### src/rtl/mms_stream.sv
// mms_stream: streaming max/min of COUNT-number frames; `define MMS_INDEX_EN adds result_idx
module mms_stream #(
  parameter int WIDTH = 8,
  parameter int COUNT = 8,
  localparam int CW = $clog2(COUNT + 1),
  localparam int IW = (COUNT > 1) ? $clog2(COUNT) : 1
) (
  input  logic             clk,
  input  logic             reset,
  input  logic             select,
  input  logic             in_valid,
  output logic             in_ready,
  input  logic [WIDTH-1:0] number,
  output logic             out_valid,
  input  logic             out_ready,
  output logic [WIDTH-1:0] result,
  output logic [7:0]       frame_cnt
`ifdef MMS_INDEX_EN
  ,
  output logic [IW-1:0]    result_idx
`endif
);
  typedef enum logic [1:0] {IDLE, ACC, DONE} state_t;
  state_t state, state_nx;
  logic [CW-1:0] cnt, cnt_nx;
  logic [WIDTH-1:0] acc, acc_nx;
  logic sel_q, sel_use, xfer, first, take, last, better;
  assign in_ready  = (state == DONE) ? out_ready : 1'b1;
  assign out_valid = (state == DONE);
  assign xfer      = in_valid && in_ready;
  // a transfer outside ACC opens a new frame, including the one overlapping a DONE handshake
  assign first     = xfer && (state != ACC);
  assign take      = (state == DONE) && out_ready;
  assign sel_use   = first ? select : sel_q;
  assign better    = sel_use ? (number < acc) : (number > acc);
  assign acc_nx    = (first || better) ? number : acc;
  assign cnt_nx    = first ? CW'(1) : cnt + CW'(1);
  assign last      = xfer && (cnt_nx == CW'(COUNT));
  always_comb begin
    state_nx = state;
    state_nx = last ? DONE : xfer ? ACC : take ? IDLE : state;
  end
  always_ff @(posedge clk or negedge reset) begin
    if (!reset) begin
      state     <= IDLE;
      cnt       <= '0;
      acc       <= '0;
      sel_q     <= 1'b0;
      result    <= '0;
      frame_cnt <= '0;
    end else begin
      state <= state_nx;
      if (xfer) begin
        acc <= acc_nx;
        cnt <= last ? '0 : cnt_nx;
      end
      if (first) sel_q <= select;
      if (last) result <= acc_nx;
      if (take) frame_cnt <= frame_cnt + 8'd1;
    end
  end
`ifdef MMS_INDEX_EN
  logic [IW-1:0] acc_idx, idx_nx;
  assign idx_nx = first ? '0 : better ? cnt[IW-1:0] : acc_idx;
  always_ff @(posedge clk or negedge reset) begin
    if (!reset) begin
      acc_idx    <= '0;
      result_idx <= '0;
    end else begin
      if (xfer) acc_idx <= idx_nx;
      if (last) result_idx <= idx_nx;
    end
  end
`endif
endmodule

### config.mk
export PLATFORM = sky130hd
export DESIGN_NAME = mms_stream
export DESIGN_NICKNAME = d
export VERILOG_FILES = /design/src/rtl/mms_stream.sv
export SDC_FILE = /design/constraint.sdc
export NUM_CORES = 1
export LEC_CHECK = 0
export CAP_MARGIN = 20
export CORE_MARGIN = 4
export CORE_UTILIZATION = 52
export CTS_BUF_LIST = sky130_fd_sc_hd__clkbuf_16
export DETAILED_ROUTE_END_ITERATION = 10
export GPL_TIMING_DRIVEN = 1
export PLACE_DENSITY = 0.79
export SLEW_MARGIN = 20
export SYNTH_ARGS = -nofsm -noshare
export SYNTH_HDL_FRONTEND = slang
export SYNTH_SLANG_ARGS = --single-unit
### constraint.sdc
create_clock -name clk -period 2.4 [get_ports clk]
set_clock_uncertainty 0.05 [all_clocks]
set_input_delay 0.6 -clock clk [delete_from_list [all_inputs] [get_ports clk]]
set_output_delay 0.6 -clock clk [all_outputs]
set_load 0.01 [all_outputs]
== Yosys cells after proc, flatten, opt, wreduce, memory -nomap -nowiden ==
Cells that the tools add are included.
Word-level totals
  bits in registers: 31
  input bits: 13
  output and inout bits: 18
  word-level logic and storage cells: 28
Cells by class
  $add $sub $neg: 2
  order comparisons: 2
  equality and inequality tests: 3
  muxes and demuxes: 9
  reductions and logical operators: 6
Operator list (count)
  $add 8x1->8 const B: 1
  $gt 8x8->1: 1
  $lt 8x8->1: 1
  $mux 4: 2
  $mux 8: 1
  $mux 2: 3
  $add 4x1->4 const B: 1
  $eq 4x4->1 const B: 1
  $logic_and 1x1->1: 4
  $mux 1: 3
  $reduce_bool 3->1: 1
  $eq 2x2->1 const B: 1
  $ne 2x1->1 const B: 1
  $logic_or 1x1->1: 1

== Longest topological paths before layout ==
  depth after elaboration: 8
  mapped depth: 8
  gate-level depth less buffers: 8

== Least setup slack after synthesis ==
No wires, ideal clock.
  path kind: input port to flip-flop
  from: in number[1]
  to: reg acc[0]
  library setup time: 0.125 ns
  data arrival time: 2.196 ns
  required time: 2.225 ns
  slack: 0.030 ns
  stages on the path: 7
  buffers on the path: 0
  cell sequence: ha_1 nor2b_1 o211ai_1 a21o_1 a311oi_4 o31ai_4 mux2_2
Between the ends
  word-level cells in the longest chain between the ends: 4
  elaborated cells between the ends (all ways): 5
  those cells by class: 2 x order compare; 2 x mux; 1 x reduce/logical
Ends and longest elaborated chain
  start, declared: RTL line 13  | input logic [WIDTH-1:0] number,
  $gt 8x8->1 / $lt 8x8->1 (equally long branches): RTL line 35  | assign better = sel_use ? (number < acc) : (number > acc);
  $mux 1 *: RTL line 35
  $logic_or 1x1->1 *: RTL line 36  | assign acc_nx = (first || better) ? number : acc;
  $mux 8 *: RTL line 36
  end signal, assigned: RTL line 54  | acc <= acc_nx;
  end, declared: RTL line 26  | logic [WIDTH-1:0] acc, acc_nx;
Mark *: on every way between the ends. The rest lies on a longest branch, timed or not.
A chain may end at the register's enable or synchronous reset.

== Final worst setup path ==
  from: in number[6]
  to: reg acc[7]
Same word-level chain as after synthesis.

==> results <==
cell type report:
cell class / instances / share of cell area
clock buffer: 5 / 0.0501
clock inverter: 3 / 0.0155
inverter: 12 / 0.0180
multi-input combinational: 106 / 0.401
sequential: 31 / 0.310
tap: 44 / 0.0220
timing repair buffer: 54 / 0.183
metal layers:
metal  wire [microns]  track usage  vias to the layer above
li1                 -            -                      663
met1             1830        0.269                      749
met2             2560        0.401                       56
met3              255       0.0589                       11
met4               80       0.0765                        0
met5                0            0                        -
through the flow:
step / total power, W / instance area (sq um) / setup TNS [ps] / instances / hold slack [ps]
floorplan: 0.00168 / 1680 / 0 / 150 / 254
global placement: 0.00210 / 2190 / -7670 / 243 / 414
detailed placement: 0.00217 / 2190 / -8380 / 243 / 443
CTS: 0.00310 / 2450 / 0 / 254 / 456
global route: 0.00344 / 2500 / -592 / 255 / 479
finish: 0.00326 / 2500 / -440 / 255 / 446
where the power goes:
group / leakage [nW] / switching, W / internal [W] / total (W)
Clock: 0.0812 / 0.000228 / 0.000483 / 0.000711
Sequential: 0.390 / 0.000190 / 0.000722 / 0.000912
Combinational: 0.706 / 0.000704 / 0.000936 / 0.00164
final timing paths:
path	startpoint	endpoint	slack, ps	depth (start not counted)
setup / recovery	number[6]	acc[7]	-60	9
setup reg to reg	acc[3]	acc[7]	-30	9
max in group asynchronous	reset	acc[5]	1340	2
min in group asynchronous	reset	frame_cnt[6]	660	2
hold reg to reg	frame_cnt[5]	frame_cnt[5]	450	1
hold / removal	frame_cnt[5]	frame_cnt[5]	450	1
synthesized netlist by cell type, drive strengths merged:
cell type | n | share of area
or2b | 2 | 0.013
a31oi | 1 | 0.0037
nand4 | 4 | 0.015
a311oi | 1 | 0.016
o22ai | 2 | 0.0074
clkbuf | 1 | 0.0022
and2 | 1 | 0.0037
o211ai | 1 | 0.0045
a211oi | 1 | 0.0074
and2b | 3 | 0.014
mux2i | 2 | 0.012
o31ai | 1 | 0.013
mux2 | 8 | 0.053
a32o | 1 | 0.0059
a221o | 8 | 0.053
o21ai | 4 | 0.012
ha | 10 | 0.074
and3 | 1 | 0.0037
xor2 | 3 | 0.016
and4 | 1 | 0.0052
nor3b | 3 | 0.016
xnor2 | 6 | 0.031
inv | 12 | 0.027
nor2b | 8 | 0.030
a21o | 3 | 0.014
o21a | 1 | 0.0045
a21oi | 4 | 0.012
nand3 | 4 | 0.012
nor4b | 1 | 0.0052
nand2 | 10 | 0.022
a22o | 1 | 0.0052
nor2 | 8 | 0.018
dfrtp | 31 | 0.46
nand2b | 2 | 0.0074
logic make-up after synthesis:
group | synth area share
flops | 0.461
compound gates | 0.158
mux | 0.0654
simple gates | 0.166
fa+ha+maj | 0.0743
xor+xnor | 0.0468
buf+inv | 0.0290
sequential cells by signal (all words and copies together), names as in the netlist:
register   count
result         8
state          2
sel_q          1
acc            8
frame_cnt      8
cnt            4
cell usage in the layout (no fill, tap or decap), types with 8 or more instances in the layout:
cell,instances
a221o_2,8
inv_1,10
buf_4,22
nand2_1,10
clkdlybuf4s50_1,18
dfrtp_1,31
mux2_4,8
critical path, cell delays in order:
cell and delay (ps):
clkdlybuf4s15_1 240, ha_4 300, nand4_1 170, a21o_1 250
a311oi_4 280, buf_4 200, o31ai_4 80, buf_6 140
mux2_4 300
repair_timing:
action	4_1_cts	5_1_grt
pin swaps	13	7
resized for setup	35	22
setup endpoints to repair	17	16
setup buffers	4	1
==> flow_summary.ini <==
[clock_network]
cts_made_buffers = 5
ctsHtreeMaxLevel = 2
cts.sinks = 31
holdBufCountCts = 0
cts_buffer_depth = 2
cts_root_buf = clkbuf_16
cts_tree = built
clk_pin_slew_worst_paths_ps = 50
clock_latency_ps = 280

[run_status]
failed_checks = negative setup slack
status = finished, violations left

[synthesis]
yosysSeqAreaShare = 0.461
synth_nets = 173
synth_warnings = 0
syn_avg_cell_area_sq_um = 11.2
ys_types = 37
postSynthCellCount = 150
ys_seq_elements = 31
synthesis.area_sq_um = 1680

[sta]
tightest_slew_ps = 401
slew_violations = 0
rsz0062_at_grt = yes
max_freq_mhz = 406
max-slew-margin-rel = 0.733
timing_hold_violations_final = 0
setup_ws_ps = -64.9
min_period_ps = 2460
report.final.setup_viol = 8
fin_crit_sh = 1.03

[setup_path]
crit_arrival_ps = 2570
path_class = input pin to flip-flop
start_kind = input pin
cp_max_fo = 4
end_kind = flip-flop
required_ps = 2510

[floorplanning]
core_sq_um = 3080
die-height_microns = 64.9
ios = 31
initial_core_util = 0.547
die_area_sq_um = 4210
dieWidth_microns = 64.9
fp-row-count = 20

[grt]
track_usage = 0.228
grt_pass1_vias = 1533
antenna_found_initial = 0
globalRouteOverflowTotal = 0
grt_pass1_wl_microns = 7290
grt_max_degree = 32

[route]
vias = 1479
routed_wirelength_microns = 4730
viasPerCell = 5.80
firstDrtPassIters = 5
drc = 0
drt-wirelength-per-cell_microns = 18.5
drt_iter0_markers = 93
antenna_left = 0

[layout]
areaGrowthSynthToFinish_pct = 48.4
fin_util = 0.812
regArea_sq_um = 776
multi_input_area_sq_um = 1000
drive_gt1_frac = 0.374
final_nets = 233
num-fill-cells = 199
diodes = 0

[placement]
place_congestion = 0.817
hpwl_microns = 2810
dp_slack_ps = -541
port_buffers = 30

[min_path]
min_path_type = flip-flop to flip-flop

[power]
irDropWorstVdd_v = 0.000825
power_density_nw_per_um2 = 1310
p_leak_nw = 1.18

[run]
drv_cap = 0
Note: power is estimated with default switching activity, not from simulation.
